===== config.mk =====
export PLATFORM = sky130hd
export DESIGN_NAME = serial_add16_ctrl
export DESIGN_NICKNAME = d
export VERILOG_FILES = /design/src/rtl/serial_add_pkg.sv /design/src/rtl/serial_add16_ctrl_slice.sv /design/src/rtl/serial_add16_ctrl.sv
export SDC_FILE = /design/constraint.sdc
export NUM_CORES = 1
export LEC_CHECK = 0
export BUFFER_PORTS_ARGS = -buffer_cell sky130_fd_sc_hd__clkbuf_2
export CAP_MARGIN = 20
export CORE_MARGIN = 10
export CORE_UTILIZATION = 30
export DETAILED_ROUTE_END_ITERATION = 10
export PLACE_DENSITY = 0.5
export SLEW_MARGIN = 30
export SYNTH_ARGS = -nofsm -noshare
export SYNTH_HDL_FRONTEND = slang
export SYNTH_SLANG_ARGS = --single-unit

===== constraint.sdc =====
create_clock -name clk -period 4.1 [get_ports clk]
set_clock_uncertainty 0.1 [all_clocks]
set_input_delay 0.82 -clock clk [delete_from_list [all_inputs] [get_ports clk]]
set_output_delay 0.82 -clock clk [all_outputs]
set_load 0.02 [all_outputs]

===== src/rtl/serial_add_pkg.sv =====
// Shared types and constants for the nibble-serial saturating adder.
// Optional feature macro: SERIAL_ADD_PADDSB_EN (see serial_add16_ctrl.sv).
package serial_add_pkg;

    localparam int WORD_W = 16;
    localparam int NIB_W  = 4;

    localparam logic [WORD_W-1:0] SAT_POS16 = 16'h7FFF;
    localparam logic [WORD_W-1:0] SAT_NEG16 = 16'h8000;
    localparam logic [NIB_W-1:0]  SAT_POS4  = 4'h7;
    localparam logic [NIB_W-1:0]  SAT_NEG4  = 4'h8;

    typedef enum logic [1:0] {
        OP_ADD    = 2'b00,
        OP_SUB    = 2'b01,
        OP_PADDSB = 2'b10,
        OP_RSVD   = 2'b11
    } op_t;

    typedef enum logic [1:0] {
        IDLE = 2'b00,
        CALC = 2'b01,
        DONE = 2'b10
    } state_t;

    // Saturation bound chosen by the sign of the first operand.
    function automatic logic [NIB_W-1:0] sat_nib(input logic sign);
        return sign ? SAT_NEG4 : SAT_POS4;
    endfunction

    function automatic logic [WORD_W-1:0] sat_word(input logic sign);
        return sign ? SAT_NEG16 : SAT_POS16;
    endfunction

endpackage


===== src/rtl/serial_add16_ctrl_slice.sv =====
// Purely combinational 4-bit carry-lookahead slice exposing group generate/propagate.
// The consumer forms the nibble carry-out as gen | (prop & cin).
module cla_nibble_slice
    import serial_add_pkg::*;
(
    input  logic [NIB_W-1:0] a,
    input  logic [NIB_W-1:0] b,
    input  logic             cin,
    output logic [NIB_W-1:0] sum,
    output logic             gen,
    output logic             prop
);

    logic [NIB_W-1:0] g_s;
    logic [NIB_W-1:0] p_s;
    logic [NIB_W-1:0] c_s;

    assign g_s = a & b;
    assign p_s = a ^ b;

    // Lookahead carries into each bit position.
    always_comb begin
        c_s[0] = cin;
        c_s[1] = g_s[0] | (p_s[0] & cin);
        c_s[2] = g_s[1] | (p_s[1] & g_s[0]) | (p_s[1] & p_s[0] & cin);
        c_s[3] = g_s[2] | (p_s[2] & g_s[1]) | (p_s[2] & p_s[1] & g_s[0])
               | (p_s[2] & p_s[1] & p_s[0] & cin);
    end

    assign sum  = p_s ^ c_s;
    assign gen  = g_s[3] | (p_s[3] & g_s[2]) | (p_s[3] & p_s[2] & g_s[1])
                | (p_s[3] & p_s[2] & p_s[1] & g_s[0]);
    assign prop = &p_s;

endmodule


===== src/rtl/serial_add16_ctrl.sv =====
// 16-bit saturating ADD/SUB controller reusing one CLA nibble slice over four cycles.
// Define SERIAL_ADD_PADDSB_EN to build per-nibble saturating PADDSB for op=10.
module serial_add16_ctrl
    import serial_add_pkg::*;
(
    input  logic              clk,
    input  logic              rst,
    input  logic              start,
    input  logic [1:0]        op,
    input  logic [WORD_W-1:0] a,
    input  logic [WORD_W-1:0] b,
    output logic              ready,
    output logic              done,
    output logic [WORD_W-1:0] result,
    output logic              z,
    output logic              v,
    output logic              n
);

    state_t            state_r;
    state_t            state_nxt_s;
    logic [1:0]        idx_r;
    logic              carry_r;
    logic [WORD_W-1:0] a_r;
    logic [WORD_W-1:0] b_r;
    logic [WORD_W-1:0] acc_r;
    logic              pv_r;
    logic [WORD_W-1:0] result_r;
    logic              z_r;
    logic              v_r;
    logic              n_r;
    logic              done_r;
    logic              ready_r;

    logic              paddsb_s;
    logic [NIB_W-1:0]  a_nib_s;
    logic [NIB_W-1:0]  b_nib_s;
    logic              cin_s;
    logic [NIB_W-1:0]  sum_s;
    logic              gen_s;
    logic              prop_s;
    logic              cout_s;
    logic              c3_s;
    logic              nib_ovf_s;
    logic [NIB_W-1:0]  nib_val_s;
    logic [WORD_W-1:0] acc_nxt_s;
    logic [WORD_W-1:0] final_s;
    logic              v_final_s;

`ifdef SERIAL_ADD_PADDSB_EN
    logic paddsb_r;

    // Remembers whether the accepted operation is a packed-nibble add.
    always_ff @(posedge clk) begin
        if (rst) begin
            paddsb_r <= 1'b0;
        end else if (state_r == IDLE && start) begin
            paddsb_r <= (op_t'(op) == OP_PADDSB);
        end else begin
            paddsb_r <= paddsb_r;
        end
    end

    assign paddsb_s = paddsb_r;
`else
    assign paddsb_s = 1'b0;
`endif

    assign a_nib_s = a_r[{idx_r, 2'b00} +: NIB_W];
    assign b_nib_s = b_r[{idx_r, 2'b00} +: NIB_W];
    assign cin_s   = paddsb_s ? 1'b0 : carry_r;

    cla_nibble_slice u_slice (
        .a    (a_nib_s),
        .b    (b_nib_s),
        .cin  (cin_s),
        .sum  (sum_s),
        .gen  (gen_s),
        .prop (prop_s)
    );

    // Carry into bit 3 is recovered from the sum bit, so the slice needs no extra output.
    assign cout_s    = gen_s | (prop_s & cin_s);
    assign c3_s      = a_nib_s[3] ^ b_nib_s[3] ^ sum_s[3];
    assign nib_ovf_s = c3_s ^ cout_s;

    // Nibble write-back plus whole-word saturation on the last nibble.
    always_comb begin
        if (paddsb_s && nib_ovf_s) begin
            nib_val_s = sat_nib(a_nib_s[3]);
        end else begin
            nib_val_s = sum_s;
        end
        acc_nxt_s = acc_r;
        acc_nxt_s[{idx_r, 2'b00} +: NIB_W] = nib_val_s;
        if (!paddsb_s && nib_ovf_s) begin
            final_s = sat_word(a_r[WORD_W-1]);
        end else begin
            final_s = acc_nxt_s;
        end
        if (paddsb_s) begin
            v_final_s = pv_r | nib_ovf_s;
        end else begin
            v_final_s = nib_ovf_s;
        end
    end

    // Next-state logic for the IDLE/CALC/DONE sequencer.
    always_comb begin
        state_nxt_s = state_r;
        case (state_r)
            IDLE: begin
                if (start) begin
                    state_nxt_s = CALC;
                end else begin
                    state_nxt_s = IDLE;
                end
            end
            CALC: begin
                if (idx_r == 2'd3) begin
                    state_nxt_s = DONE;
                end else begin
                    state_nxt_s = CALC;
                end
            end
            DONE:    state_nxt_s = IDLE;
            default: state_nxt_s = IDLE;
        endcase
    end

    // State register with registered handshake outputs.
    always_ff @(posedge clk) begin
        if (rst) begin
            state_r <= IDLE;
            ready_r <= 1'b1;
            done_r  <= 1'b0;
        end else begin
            state_r <= state_nxt_s;
            ready_r <= (state_nxt_s == IDLE);
            done_r  <= (state_r == CALC) && (idx_r == 2'd3);
        end
    end

    // Operand capture, nibble iteration and final result/flag update.
    always_ff @(posedge clk) begin
        if (rst) begin
            idx_r    <= 2'd0;
            carry_r  <= 1'b0;
            a_r      <= 16'h0000;
            b_r      <= 16'h0000;
            acc_r    <= 16'h0000;
            pv_r     <= 1'b0;
            result_r <= 16'h0000;
            z_r      <= 1'b0;
            v_r      <= 1'b0;
            n_r      <= 1'b0;
        end else begin
            case (state_r)
                IDLE: begin
                    if (start) begin
                        a_r     <= a;
                        b_r     <= (op_t'(op) == OP_SUB) ? ~b : b;
                        carry_r <= (op_t'(op) == OP_SUB);
                        idx_r   <= 2'd0;
                        acc_r   <= 16'h0000;
                        pv_r    <= 1'b0;
                    end
                end
                CALC: begin
                    acc_r   <= acc_nxt_s;
                    carry_r <= cout_s;
                    idx_r   <= idx_r + 2'd1;
                    pv_r    <= pv_r | nib_ovf_s;
                    if (idx_r == 2'd3) begin
                        result_r <= final_s;
                        z_r      <= (final_s == 16'h0000);
                        v_r      <= v_final_s;
                        n_r      <= final_s[WORD_W-1];
                    end
                end
                DONE: begin
                    idx_r <= 2'd0;
                end
                default: begin
                    idx_r <= 2'd0;
                end
            endcase
        end
    end

    assign ready  = ready_r;
    assign done   = done_r;
    assign result = result_r;
    assign z      = z_r;
    assign v      = v_r;
    assign n      = n_r;

endmodule


* After elaboration in Yosys (flattened, before gate mapping)
Index checks and enable logic that the tools add are counted.
Word-level totals: register bits 74
Cells by class: add/subtract/negate cells 2, bitwise operators 32, equality and inequality tests 4, muxes and demuxes 13, reduce and logical (&&, ||, !) cells 9, shift-type cells 4
Operators by type and width (number):
- $mux W16 | 4
- $pmux W16 S2 | 1
- $shiftx A16 B5 Y4 | 2
- $bwmux W16 | 1
- $logic_not A16 Y1 | 1
- $not A16 Y16 | 1
- $shift A4 B6 Y16 const A | 1
- $shiftx A4 B6 Y16 | 1
- $and A1 B1 Y1 | 15
- $or A1 B1 Y1 | 10
- $pmux W2 S2 | 2
- $xor A4 B4 Y4 | 2
- $neg A4 Y6 | 1
- $reduce_and A2 Y1 | 3
- $and A4 B4 Y4 | 1
- $eq A2 B1 Y1 const B | 2
- $logic_not A2 Y1 | 2
- $mux W2 | 2
- $reduce_and A4 Y1 | 1
- $xor A1 B1 Y1 | 3
- $add A2 B1 Y2 const B | 1
- $eq A2 B2 Y1 const B | 1
- $mux W1 | 2
- $ne A2 B2 Y1 const B | 1
- 3 further kinds | 3

* Logic depth before layout (Yosys ltp)
word-level depth 11, depth in mapped cells 10, mapped depth without buffers 8

* By module
A second synthesis with hierarchy kept.
Unflattened totals: cells, all modules 400, area, all modules 3517.1 um^2
By module, submodules not included:
- serial_add16_ctrl | seq. area each 1441.4 um^2, cells an instance 378, area each 3334.4 um^2, instances 1
- cla_nibble_slice | seq. area each 0.0 um^2, cells an instance 22, area each 182.7 um^2, instances 1

* Worst setup path before layout
No wires, ideal clock.
path type register to register, start register idx_r[1], end register z_r, in the netlist z, period minus slack after synthesis 3.005 ns, stages on the path, launching flop included 10, arrival time 2.846 ns, slack 1.095 ns, setup time 0.059 ns, cells stage by stage dfxtp_1 -> clkbuf_1 -> mux4_1 -> ha_1 -> a21oi_1 -> o21ai_2 -> mux2i_2 -> o211ai_1 -> nor4_1 -> a22o_1
Between the ends: longest elaborated chain between the ends 11
RTL lines:
- start, declared | line serial_add16_ctrl.sv:22 | logic [1:0] idx_r;
- start signal, assigned | line serial_add16_ctrl.sv:172 | idx_r <= idx_r + 2'd1;
- $shiftx A16 B5 Y4 (on tied branches) | line serial_add16_ctrl.sv:69, serial_add16_ctrl.sv:70
- $xor A4 B4 Y4 / $and A4 B4 Y4 (equally long branches) | line serial_add16_ctrl_slice.sv:19, serial_add16_ctrl_slice.sv:18
- $and A1 B1 Y1 (on tied branches) | line serial_add16_ctrl_slice.sv:26, serial_add16_ctrl_slice.sv:27
- $or A1 B1 Y1, or another cell as far along | line serial_add16_ctrl_slice.sv:26 | c_s[3] = g_s[2] | (p_s[2] & g_s[1]) | (p_s[2] & p_s[1] & g_s[0])
- $or A1 B1 Y1 / $and A1 B1 Y1 (equally long branches) | line serial_add16_ctrl_slice.sv:26, serial_add16_ctrl_slice.sv:27
- $or A1 B1 Y1 | line serial_add16_ctrl_slice.sv:27 | | (p_s[2] & p_s[1] & p_s[0] & cin);
- $xor A4 B4 Y4 | line serial_add16_ctrl_slice.sv:30 | assign sum = p_s ^ c_s;
- $shiftx A4 B6 Y16 / $xor A1 B1 Y1 (equally long branches) | line serial_add16_ctrl.sv:95, serial_add16_ctrl.sv:84
- $bwmux W16 / $xor A1 B1 Y1 (equally long branches) | line serial_add16_ctrl.sv:95, serial_add16_ctrl.sv:85
- $mux W16 | line serial_add16_ctrl.sv:96 | if (!paddsb_s && nib_ovf_s) begin
- $logic_not A16 Y1 | line serial_add16_ctrl.sv:176 | z_r <= (final_s == 16'h0000);
- end signal, assigned | line serial_add16_ctrl.sv:176
- end, declared | line serial_add16_ctrl.sv:29 | logic z_r;
Parallel ways exist; a longest one is shown, timed or not. A chain may end at the register's enable or synchronous reset.

* Worst setup path in the final report
Same ends and word-level chain as after synthesis.

==> impl_metrics.env <==
export IMPL_status="completed"
export IMPL_effective_utilization_at_floorplan_pct=31.0
export IMPL_max_slew_violation_count=0
export IMPL_syn_cell_area_um2=3580
export IMPL_core_area_um2=11600
export IMPL_total_leakage_power_nw=1.66
export IMPL_synth_top_area_share_pct=40.2
export IMPL_post_cts_resize_count=0
export IMPL_routedWlPerCell_um=15.9
export IMPL_cts_max_path_buffers=2
export IMPL_boundaryPins=58
export IMPL_critPathArrivalTime_ns=3.47
export IMPL_clkLatencyLatePin_ns=0.33
export IMPL_synth_avg_cell_area_um2=8.67
export IMPL_die_area_um2=16700
export IMPL_synth_most_common_cell="sky130_fd_sc_hd__dfxtp_1"
export IMPL_final_hold_violation_count=0
export IMPL_cts_setup_buffers=0
export IMPL_chip_width_um=129
export IMPL_finalCriticalPeriod_ns=3.29
export IMPL_post_route_drc_count=0
export IMPL_grt_max_degree=70
export IMPL_synth_largest_area_cell="sky130_fd_sc_hd__dfxtp_1"
export IMPL_fmax_ghz=0.304
export IMPL_place_detailed_hpwl_mm=7.01
export IMPL_rrSetupSlack_ns=0.81
export IMPL_drt_vias_per_instance=5.05
export IMPL_crit_required_ns=4.28
export IMPL_final_layout_size_suffix_gt1_share_pct=19.8
export IMPL_period_utilisation_layout_pct=80.2
export IMPL_syn_inst=413
export IMPL_place_port_buffers=57
export IMPL_tritoncts_num_buffers=9
export IMPL_cts_num_sinks=72
export IMPL_vias=3066
export IMPL_final_setup_tns_ns=0
export IMPL_antenna_violating_nets_post_route=0
export IMPL_max_slew_margin_rel_pct=42.0
export IMPL_path_class="reg -> reg"
export IMPL_dr_first_iter_drc_count=202
export IMPL_place_congestion=0.857
export IMPL_synth_fp_nets=462
export IMPL_timing_reg2reg_worst_path_depth=9
export IMPL_worst_hold_path_num_cells=2
export IMPL_flow_area_growth_from_synthesis_pct=19.7
export IMPL_synthFlopType="sky130_fd_sc_hd__dfxtp_1"
export IMPL_rsz0062_at_grt="false"
export IMPL_grt_first_pass_wirelength_mm=16.1
export IMPL_grt_antenna_before_repair=0
export IMPL_htreeDepth=3
export IMPL_endpoint_kind="flip-flop"
export IMPL_fin_nets=508
export IMPL_crit_path_start_kind="flip-flop"
export IMPL_cts_tree="built"
export IMPL_synth_distinct_cells=45
export IMPL_wirelength_mm=9.66
export IMPL_synth_area_top_cells="sky130_fd_sc_hd__dfxtp_1 40%, sky130_fd_sc_hd__a21oi_1 7.0%, sky130_fd_sc_hd__nand2_1 6.8%"
export IMPL_report_power_total_mw=1.79
export IMPL_antennaDiodeCount=0
export IMPL_critPathMaxFanout=9
export IMPL_grt_pass1_vias=3149
export IMPL_asyncSetResetFlopFracSynth_pct=0
export IMPL_cts_root_buffer="sky130_fd_sc_hd__clkbuf_16"
export IMPL_peakVddDrop_mv=0.174
export IMPL_grt_usage_pct=12.0
export IMPL_cts_hold_buffers_added=0
export IMPL_yosysSeqAreaShare_pct=40.2
export IMPL_clkSlewWorstSetupHoldPaths_ns=0.06
export IMPL_synth_enable_flop_cells=0
export IMPL_drt_first_pass_iters=4
export IMPL_hold_path_class="reg -> reg"
export IMPL_die_height_um=129
export IMPL_slew_worst_pin_ns=0.869
export IMPL_synth_warning_count=0
export IMPL_pwr_density_cell_nw_per_um2=418
export IMPL_synth_ff_latch_count=72
export IMPL_drv_cap=0
export IMPL_overflow=0
export IMPL_yosys_top_cells_count="72 x sky130_fd_sc_hd__dfxtp_1, 65 x sky130_fd_sc_hd__nand2_1, 50 x sky130_fd_sc_hd__a21oi_1, 44 x sky130_fd_sc_hd__nor2_1, 21 x sky130_fd_sc_hd__clkbuf_1"
export IMPL_placement_rows=39
export IMPL_finalSetupViolations=0
metal layers:
metal / vias to the layer above / global-route usage, % / share of wire (%)
li1: 1555 / - / -
met1: 1417 / 15.2 / 47
met2: 83 / 18.5 / 46
met5: - / 0 / 0
met4: 0 / 5.75 / 1.6
met3: 11 / 3.18 / 6.2
kinds of logic (layout without fill, tap and decap cells):
group	after synthesis	in the layout	share of synthesized area (%)
simple gates	153	153	19.7
compound gates	107	107	19.7
flops	72	72	40.2
buf+inv	40	91	4.72
xor+xnor	19	19	4.65
fa+ha+maj	12	12	4.40
mux	10	10	6.57
area by class of cell:
type | count | area, µm²
clock inverter | 6 | 68.8
fill | 1193 | 7280
multi-input combinational | 301 | 1980
timing repair buffer | 64 | 338
sequential | 72 | 1440
clock buffer | 10 | 239
tap | 143 | 179
inverter | 11 | 41.3
per-stage QoR:
| step | setup WS [ns] | util, % | instance area (µm²) | instances | hold slack [ns] |
|---|---|---|---|---|---|
| 6_report | 0.811 | 37.1 | 4290 | 607 | 0.356 |
| 5_1_grt | 0.584 | 37.1 | 4290 | 607 | 0.376 |
| 4_1_cts | 0.831 | 37.0 | 4280 | 607 | 0.356 |
| 3_5_place_dp | 0.866 | 34.4 | 3980 | 591 | 0.348 |
| 3_3_place_gp | 0.955 | 34.4 | 3970 | 591 | 0.345 |
| 2_1_floorplan | 1.09 | - | 3580 | 413 | 0.332 |
critical path, cell delays in order (launching register included):
cell and delay (ns):
sky130_fd_sc_hd__dfxtp_1 0.47, sky130_fd_sc_hd__buf_4 0.21, sky130_fd_sc_hd__mux4_1 0.55, sky130_fd_sc_hd__ha_1 0.38, sky130_fd_sc_hd__a21oi_1 0.10, sky130_fd_sc_hd__o21ai_2 0.28, sky130_fd_sc_hd__mux2i_2 0.51, sky130_fd_sc_hd__o211ai_1 0.15
sky130_fd_sc_hd__nor4_1 0.30, sky130_fd_sc_hd__a22o_1 0.16
state kept, by name, summed over array words and instances (netlist names):
| signal | flops |
|---|---|
| a_r | 16 |
| acc_r | 16 |
| b_r | 16 |
| result | 16 |
| idx_r | 2 |
| state_r | 2 |
| carry_r | 1 |
| ready | 1 |
| v | 1 |
| z | 1 |
path summary, 6_finish.rpt:
check                    to  startpoint
setup / recovery          z    idx_r[1]
hold / removal    result[5]   result[5]
setup reg to reg          z    idx_r[1]
hold reg to reg   result[5]   result[5]
layout by cell type, fill, tap and decap left out, drive strengths merged, types with 2 or more instances in the layout:
master	n
o221ai	3
o22ai	2
a211oi	17
xnor2	19
inv	11
clkinv	4
and2	4
nor2b	5
nand2	66
nor3	5
buf	7
dfxtp	72
o31ai	3
o211ai	3
nand2b	3
nor4	2
o2bb2ai	10
nand3b	2
nand4bb	2
a22oi	2
clkbuf	67
a21oi	51
ha	11
nor2	44
or2	2
nand3	17
o21ai	7
mux4	8
a31oi	4
where the power goes:
group / switching [mW] / leakage, nW / internal [mW]
registers: 0.0189 / 0.587 / 0.729
logic: 0.151 / 0.920 / 0.0985
clock network: 0.306 / 0.149 / 0.489
(Power assumes the default switching activity.)
